File: src/rtl/rr_arb4_pkg.sv
// Shared definitions for the four-requester round-robin arbiter.
package rr_arb4_pkg;

  localparam int NREQ = 4;
  localparam int IDXW = 2;

  typedef enum logic {
    ST_IDLE  = 1'b0,
    ST_GRANT = 1'b1
  } state_t;

endpackage

File: src/rtl/dec24.sv
// 2-to-4 one-hot decoder: y[i] is high when {a1,a0} == i.
module dec24 (
  input  logic       a1,
  input  logic       a0,
  output logic [3:0] y
);

  logic [1:0] sel;

  assign sel = {a1, a0};

  genvar gi;
  generate
    for (gi = 0; gi < 4; gi++) begin : g_dec
      assign y[gi] = (sel == 2'(gi));
    end
  endgenerate

endmodule

File: src/rtl/rr_arb4.sv
// Round-robin arbiter for four requesters sharing one downstream resource.
// A tenure lasts until done, until the holder drops its request, or until
// MAX_HOLD cycles have elapsed; one idle cycle always separates tenures.
module rr_arb4
  import rr_arb4_pkg::*;
#(
  parameter int MAX_HOLD = 16,
  parameter int CW       = 8
) (
  input  logic            clk,
  input  logic            rst_n,
  input  logic [NREQ-1:0] req,
  input  logic            done,
  output logic [NREQ-1:0] grant,
  output logic [IDXW-1:0] grant_idx,
  output logic            busy,
  output logic            timeout
);

  // Counter value on the last allowed cycle of a tenure; unused when MAX_HOLD is 0.
  localparam logic [CW-1:0] HOLD_LAST = (MAX_HOLD == 0) ? '0 : CW'(MAX_HOLD - 1);
  localparam logic [CW-1:0] CNT_SAT   = '1;

  state_t          state_reg, state_next;
  logic [IDXW-1:0] ptr_reg, ptr_next;
  logic [IDXW-1:0] idx_reg, idx_next;
  logic [CW-1:0]   cnt_reg, cnt_next;
  logic            busy_reg, busy_next;
  logic            timeout_reg, timeout_next;

  logic            release_hit;
  logic            limit_hit;
  logic [IDXW-1:0] winner;
  logic [NREQ-1:0] dec_y;

  // First requesting index found scanning ptr, ptr+1, ... with 2-bit wrap.
  function automatic logic [IDXW-1:0] rr_pick(input logic [NREQ-1:0] r,
                                               input logic [IDXW-1:0] p);
    logic [IDXW-1:0] pick;
    logic [IDXW-1:0] cand;
    logic            found;
    pick  = p;
    found = 1'b0;
    for (int k = 0; k < NREQ; k++) begin
      cand = p + IDXW'(k);
      if (!found && r[cand]) begin
        pick  = cand;
        found = 1'b1;
      end
    end
    return pick;
  endfunction

  assign winner      = rr_pick(req, ptr_reg);
  assign release_hit = done || !req[idx_reg];
  assign limit_hit   = (MAX_HOLD != 0) && (cnt_reg == HOLD_LAST);

  // Next-state and next-output logic for the IDLE/GRANT machine.
  always_comb begin
    state_next   = state_reg;
    ptr_next     = ptr_reg;
    idx_next     = idx_reg;
    cnt_next     = cnt_reg;
    busy_next    = busy_reg;
    timeout_next = 1'b0;
    case (state_reg)
      ST_IDLE: begin
        busy_next = 1'b0;
        if (|req) begin
          state_next = ST_GRANT;
          idx_next   = winner;
          busy_next  = 1'b1;
          cnt_next   = '0;
        end
      end
      ST_GRANT: begin
        if (release_hit || limit_hit) begin
          state_next   = ST_IDLE;
          busy_next    = 1'b0;
          ptr_next     = idx_reg + IDXW'(1);
          cnt_next     = '0;
          // A normal release on the same edge wins over the hold limit.
          timeout_next = limit_hit && !release_hit;
        end else if ((MAX_HOLD != 0) || (cnt_reg != CNT_SAT)) begin
          cnt_next = cnt_reg + CW'(1);
        end
      end
      default: begin
        state_next = ST_IDLE;
        busy_next  = 1'b0;
      end
    endcase
  end

  // State and output registers; reset drops any grant on the same edge.
  always_ff @(posedge clk) begin
    if (!rst_n) begin
      state_reg   <= ST_IDLE;
      ptr_reg     <= '0;
      idx_reg     <= '0;
      cnt_reg     <= '0;
      busy_reg    <= 1'b0;
      timeout_reg <= 1'b0;
    end else begin
      state_reg   <= state_next;
      ptr_reg     <= ptr_next;
      idx_reg     <= idx_next;
      cnt_reg     <= cnt_next;
      busy_reg    <= busy_next;
      timeout_reg <= timeout_next;
    end
  end

  dec24 u_dec (
    .a1 (idx_reg[1]),
    .a0 (idx_reg[0]),
    .y  (dec_y)
  );

  assign grant     = dec_y & {NREQ{busy_reg}};
  assign grant_idx = idx_reg;
  assign busy      = busy_reg;
  assign timeout   = timeout_reg;

endmodule
File: config.mk
export PLATFORM = sky130hd
export DESIGN_NAME = rr_arb4
export DESIGN_NICKNAME = d
export VERILOG_FILES = /design/src/rtl/rr_arb4_pkg.sv /design/src/rtl/dec24.sv /design/src/rtl/rr_arb4.sv
export SDC_FILE = /design/constraint.sdc
export NUM_CORES = 1
export LEC_CHECK = 0
export BUFFER_PORTS_ARGS = -buffer_cell sky130_fd_sc_hd__buf_2
export CAP_MARGIN = 40
export CORE_ASPECT_RATIO = 1.1
export CORE_MARGIN = 3
export CORE_UTILIZATION = 49
export DETAILED_ROUTE_END_ITERATION = 10
export PLACE_DENSITY_LB_ADDON = 0.2
export SYNTH_ARGS = -nofsm -noshare
export SYNTH_HDL_FRONTEND = slang
export SYNTH_SLANG_ARGS = --single-unit
File: constraint.sdc
create_clock -name clk -period 1.5 [get_ports clk]
set_input_delay 0.375 -clock clk [delete_from_list [all_inputs] [get_ports clk]]
set_output_delay 0.375 -clock clk [all_outputs]
set_load 0.1 [all_outputs]
==> impl_metrics.env, run 1 <==
export IMPL_status="complete, but fails checks"
export IMPL_violations="negative setup slack"
export IMPL_swShare_pct=34.4
export IMPL_grt_start_max_net_pins=14
export IMPL_worst_setup_path_end_kind="output port"
export IMPL_die_x_um=47.5
export IMPL_max_freq_mhz=619
export IMPL_critPathTopFamily="flip-flops"
export IMPL_tightestPinTransition_ns=0.491
export IMPL_pre_cts_ws_ns=-0.0778
export IMPL_setup_viol=15
export IMPL_h_tree_depth=1
export IMPL_synth_area_leaders="dfxtp_1, ha_1, nand2_1, nor2b_1, and2_1"
export IMPL_start_util_pct=55.6
export IMPL_portBuffers=14
export IMPL_place_gp_congestion=0.845
export IMPL_async_reset_ff_share_pct=0
export IMPL_cp_required_ns=1.12
export IMPL_first_pass_iters=4
export IMPL_ys_ff_latch=15
export IMPL_power_clock_fraction_pct=23.8
export IMPL_fin_crit_sh_pct=108
export IMPL_syn_inst=108
export IMPL_place_inst=146
export IMPL_drive_above_1_share_pct=42.4
export IMPL_overflow=0
export IMPL_stdcell_count=156
export IMPL_setup_ws_ns=-0.115
export IMPL_viasPerCell=5.91
export IMPL_netlist_area_leader_share_pct=32.3
export IMPL_rsz0062_at_grt="yes"
export IMPL_clk_latency_ns=0.29
export IMPL_synth_top_flop_cell="dfxtp_1"
export IMPL_num_io_pins=15
export IMPL_diodes=0
export IMPL_slew_violations=0
export IMPL_yosysMostFrequentCell="dfxtp_1"
export IMPL_yosysTopAreaCell="dfxtp_1"
export IMPL_slew_headroom_pct=67.5
export IMPL_vias=922
export IMPL_synth_common_cells="dfxtp_1, nand2_1, nor2b_1, nand3_1"
export IMPL_fin_area_mm2=0.00135
export IMPL_startpoint_type="flip-flop"
export IMPL_cap_violations=0
export IMPL_synth_cell_type_count=35
export IMPL_placed_cell_area_mm2=0.00114
export IMPL_grt_pass1_wl_um=4040
export IMPL_grt_use_total_pct=23.0
export IMPL_crit_slowest_cell="dfxtp_4"
export IMPL_coreArea_mm2=0.00167
export IMPL_cts_root_buffer="clkbuf_4"
export IMPL_clkSinkCount=15
export IMPL_min_period_ns=1.62
export IMPL_final_hold_violation_count=0
export IMPL_pwr_share_comb_pct=32.4
export IMPL_path_clk_slew_ns=0.10
export IMPL_fin_nets=152
export IMPL_wire_per_inst_um=16.6
export IMPL_crit_buf_inv=2
export IMPL_largest_reg_flops=8
export IMPL_worstPathArrival_ns=1.24
export IMPL_peakVddDrop_mv=0.673
export IMPL_p_leak_uw=0.000578
export IMPL_ant_nets=0
export IMPL_wl_um=2580
export IMPL_synth_fp_nets=120
export IMPL_max_stage_delay_ns=0.37
export IMPL_crit_path_max_fanout=3
export IMPL_cts_tree="done"
export IMPL_syn_area_per_cell_um2=8.60
export IMPL_critPathKind="flip-flop to output port"
export IMPL_yosysWarnings=0
export IMPL_dp_hpwl_um=1580
export IMPL_drc=0
export IMPL_synth_area_um2=928
export IMPL_power_switching_uw=342
export IMPL_ctsHoldBuffers=0
export IMPL_pwr_density_cell_mw_per_mm2=738
export IMPL_syn_to_final_growth_pct=45.3
export IMPL_cts_buffer_depth=2
export IMPL_dieArea_mm2=0.00245
export IMPL_intPower_uw=653
export IMPL_fin_skew_ns=0.0129
export IMPL_cts_buffers=3
export IMPL_crit_path_cell_trace="buf_6 > ha_4 > and2_4 > buf_12"
export IMPL_grt_pass1_vias=905
export IMPL_rows=15
export IMPL_seq_power_share_pct=43.8
export IMPL_yosysSeqAreaShare_pct=32.3
export IMPL_synth_edff_count=0
export IMPL_first_iter_violations=11
export IMPL_antenna_found_initial=0
export IMPL_hold_class="input port to flip-flop"
export IMPL_die_y_um=51.7
per-stage QoR:
stage | hold WS (ns) | utilization (%) | total power (uW) | setup TNS [ns]
floorplan | 0.455 | - | 612 | -0.475
global placement | 0.474 | 68.5 | 686 | -0.188
detailed placement | 0.491 | 68.5 | 693 | -0.391
CTS | 0.442 | 76.5 | 967 | -0.777
global route | 0.452 | 80.7 | 1050 | -1.75
finish | 0.447 | 80.7 | 995 | -0.803
layout make-up:
class                           count  area [um2]
Multi-Input combinational cell     85         663
Fill cell                         117         322
Timing Repair Buffer               31         313
Sequential cell                    15         307
Clock buffer                        3        22.5
Tap cell                           17        21.3
Inverter                            4        17.5
Clock inverter                      1        5.00
layout by cell type (no fill, tap or decap), types with 3 or more instances in the layout:
master and instances:
nand2_1 14, dfxtp_1 12, buf_4 11, nor2b_1 7
buf_2 7, buf_12 6, buf_6 6, nand3_1 5
and2_4 4, o21ai_0 4, clkbuf_4 4, mux2i_1 3
a21o_1 3, nor2_1 3, a21boi_0 3, ha_4 3
what timing repair did:
action	in CTS	in global routing
setup endpoints to repair	9	17
setup buffers	4	2
pin swaps	6	6
gates resized for setup	24	14
power by group through the flow:
stage / Combinational, uW / Clock (uW) / Sequential [uW]
2_1_floorplan: 155 / 0 / 457
3_3_place_gp: 246 / 0 / 440
3_5_place_dp: 252 / 0 / 442
4_1_cts: 295 / 239 / 433
5_1_grt: 343 / 268 / 439
6_report: 323 / 236 / 436
path summary, 6_finish.rpt:
path	startpoint	endpoint	slack, ns	depth (start not counted)
setup / recovery	grant_idx[1]	grant[3]	-0.12	4
hold / removal	rst_n	busy	0.45	2
setup reg to reg	grant_idx[0]	state_reg	-0.09	5
hold reg to reg	ptr_reg[1]	ptr_reg[1]	0.53	2
cell families after synthesis:
logic type      count (synthesis)  synth area share (%)
mux                             4                  5.66
buf+inv                         8                  4.18
xor+xnor                        2                  1.89
flops                          15                  32.3
fa+ha+maj                       5                  6.74
simple gates                   53                  33.4
compound gates                 21                  15.8
metal layers:
metal / vias up / part of all wire (%) / track usage [%]
met5: - / 0 / 0
met4: 0 / 2.7 / 8.76
met3: 8 / 4.5 / 4.15
met2: 31 / 53 / 42.0
met1: 442 / 39 / 24.9
li1: 441 / - / -
(Power assumes the default switching activity.)
==> inputs of run 2 (changes only) <==
--- a/config.mk
+++ b/config.mk
@@ -7,7 +7,6 @@
 export LEC_CHECK = 0
 export BUFFER_PORTS_ARGS = -buffer_cell sky130_fd_sc_hd__buf_2
 export CAP_MARGIN = 40
-export CORE_ASPECT_RATIO = 1.1
 export CORE_MARGIN = 3
 export CORE_UTILIZATION = 49
 export DETAILED_ROUTE_END_ITERATION = 10
==> run 2 against run 1 <==
The flow still finishes with violations (negative setup slack). Flip-flop and latch count unchanged. Worst hold slack lost 0.0079 ns. Power decreased by 2.0%. Critical path type unchanged.
==> impl_metrics.env, run 2 (same netlist as run 1, synthesis figures left out) <==
export IMPL_status="complete, but fails checks"
export IMPL_violations="negative setup slack"
export IMPL_stdcell_count=162
export IMPL_grt_met2_usage_pct=31.5
export IMPL_overflow=0
export IMPL_grt_util_met1_pct=23.1
export IMPL_portBuffers=14
export IMPL_path_clk_slew_ns=0.09
export IMPL_ctsHoldBuffers=0
export IMPL_power_switching_uw=329
export IMPL_hold_class="input port to flip-flop"
export IMPL_num_io_pins=15
export IMPL_max_freq_mhz=595
export IMPL_vias=886
export IMPL_seq_power_share_pct=44.7
export IMPL_grt_start_max_net_pins=14
export IMPL_first_pass_iters=4
export IMPL_h_tree_depth=1
export IMPL_grt_pass1_vias=859
export IMPL_setup_tns_ns=-0.742
export IMPL_holdWs_ns=0.439
export IMPL_start_util_pct=52.6
export IMPL_p_leak_uw=0.000575
export IMPL_viasPerCell=5.47
export IMPL_largest_reg_flops=8
export IMPL_diodes=0
export IMPL_cts_buffer_depth=2
export IMPL_wl_um=2220
export IMPL_dieArea_mm2=0.00245
export IMPL_rows=15
export IMPL_syn_to_final_growth_pct=45.8
export IMPL_drc=0
export IMPL_die_x_um=49.5
export IMPL_multiInputGateArea_um2=676
export IMPL_swShare_pct=33.7
export IMPL_setup_ws_ns=-0.180
export IMPL_cp_required_ns=1.12
export IMPL_fin_skew_ns=0.00550
export IMPL_antenna_found_initial=0
export IMPL_dp_hpwl_um=1510
export IMPL_worstPathArrival_ns=1.31
export IMPL_final_cell_mix="nand2_1, dfxtp_1, buf_4"
export IMPL_crit_start="grant_idx[0]"
export IMPL_drive_above_1_share_pct=45.3
export IMPL_coreArea_mm2=0.00176
export IMPL_cts_buffers=3
export IMPL_power_clock_fraction_pct=23.7
export IMPL_cts_tree="done"
export IMPL_nFillCells=128
export IMPL_pwr_density_cell_mw_per_mm2=720
export IMPL_final_common_cell="nand2_1"
export IMPL_rr_startpoint="grant_idx[0]"
export IMPL_cts_root_buffer="clkbuf_4"
export IMPL_placed_cell_area_mm2=0.00116
export IMPL_ant_nets=0
export IMPL_clkSinkCount=15
export IMPL_crit_path_max_fanout=4
export IMPL_tightestPinTransition_ns=0.484
export IMPL_fin_area_mm2=0.00135
export IMPL_wire_per_inst_um=13.7
export IMPL_startpoint_type="flip-flop"
export IMPL_slew_headroom_pct=67.9
export IMPL_regArea_um2=307
export IMPL_place_inst=155
export IMPL_grt_use_total_pct=18.8
export IMPL_cap_violations=0
export IMPL_grt_busiest_layer="met2"
export IMPL_min_period_ns=1.68
export IMPL_grt_util_met3_pct=2.72
export IMPL_slew_violations=0
export IMPL_fin_nets=150
export IMPL_worst_setup_path_end_kind="output port"
export IMPL_pwr_share_comb_pct=31.6
export IMPL_r2r_slack_ns=-0.06
export IMPL_worstHoldStart="rst_n"
export IMPL_clk_latency_ns=0.29
export IMPL_die_y_um=49.5
export IMPL_peakVddDrop_mv=0.489
export IMPL_power_total_uw=975
export IMPL_final_hold_violation_count=0
export IMPL_place_gp_congestion=0.870
export IMPL_rsz0062_at_grt="yes"
export IMPL_grt_pass1_wl_um=3580
export IMPL_intPower_uw=647
export IMPL_critPathKind="flip-flop to output port"
export IMPL_fin_crit_sh_pct=112
export IMPL_setup_viol=14
export IMPL_first_iter_violations=17
run 2: cell types whose count changed in the layout (fill, tap and decap cells not counted), sizes merged:
cell	delta
buf	-2
run 2: what timing repair did:
action                                  in CTS  in global routing
buffers inserted                             2                  1
gates resized for setup                     24                 19
endpoints found under the setup margin      15                 17
pin swaps                                    5                  8
hold endpoints to repair                     0                  0
run 2: path summary, 6_finish.rpt:
check | end | cells after the start
worst max register to register | state_reg | 5
worst min register to register | cnt_reg[7] | 2
worst max-delay path | grant[2] | 4
worst min-delay path | grant_idx[0] | 2
run 2: final cells by class:
cell class,instances,area share [%]
clock buffers,3,1.66
clock inverters,1,0.370
repair buffers,29,22.0
inverters,4,1.11
flip-flops and latches,15,22.6
well taps,25,2.31
multi-input cells,85,49.9
run 2: critical path, stage by stage, from the launching register on:
cell and delay [ns]:
dfxtp_4 0.39, inv_2 0.06, ha_1 0.23, and2_4 0.18, buf_12 0.16
run 2: stage by stage:
stage / utilization, % / worst slack, ns
2_1_floorplan: - / -0.119
3_3_place_gp: 65.9 / -0.0432
3_5_place_dp: 65.9 / -0.0779
4_1_cts: 72.5 / -0.119
5_1_grt: 76.7 / -0.211
6_report: 76.7 / -0.180
run 2: per-layer routing:
metal	up-vias	routed length, um
li1	440	-
met1	412	1030
met2	29	1060
met3	5	82
met4	0	44
met5	-	0
run 2: power groups by stage:
| stage | Sequential [uW] | Combinational [uW] | Clock [uW] |
|---|---|---|---|
| global placement | 440 | 249 | 0 |
| detailed placement | 442 | 254 | 0 |
| CTS | 434 | 290 | 240 |
| finish | 436 | 308 | 231 |
| global route | 440 | 328 | 255 |
| floorplan | 457 | 155 | 0 |
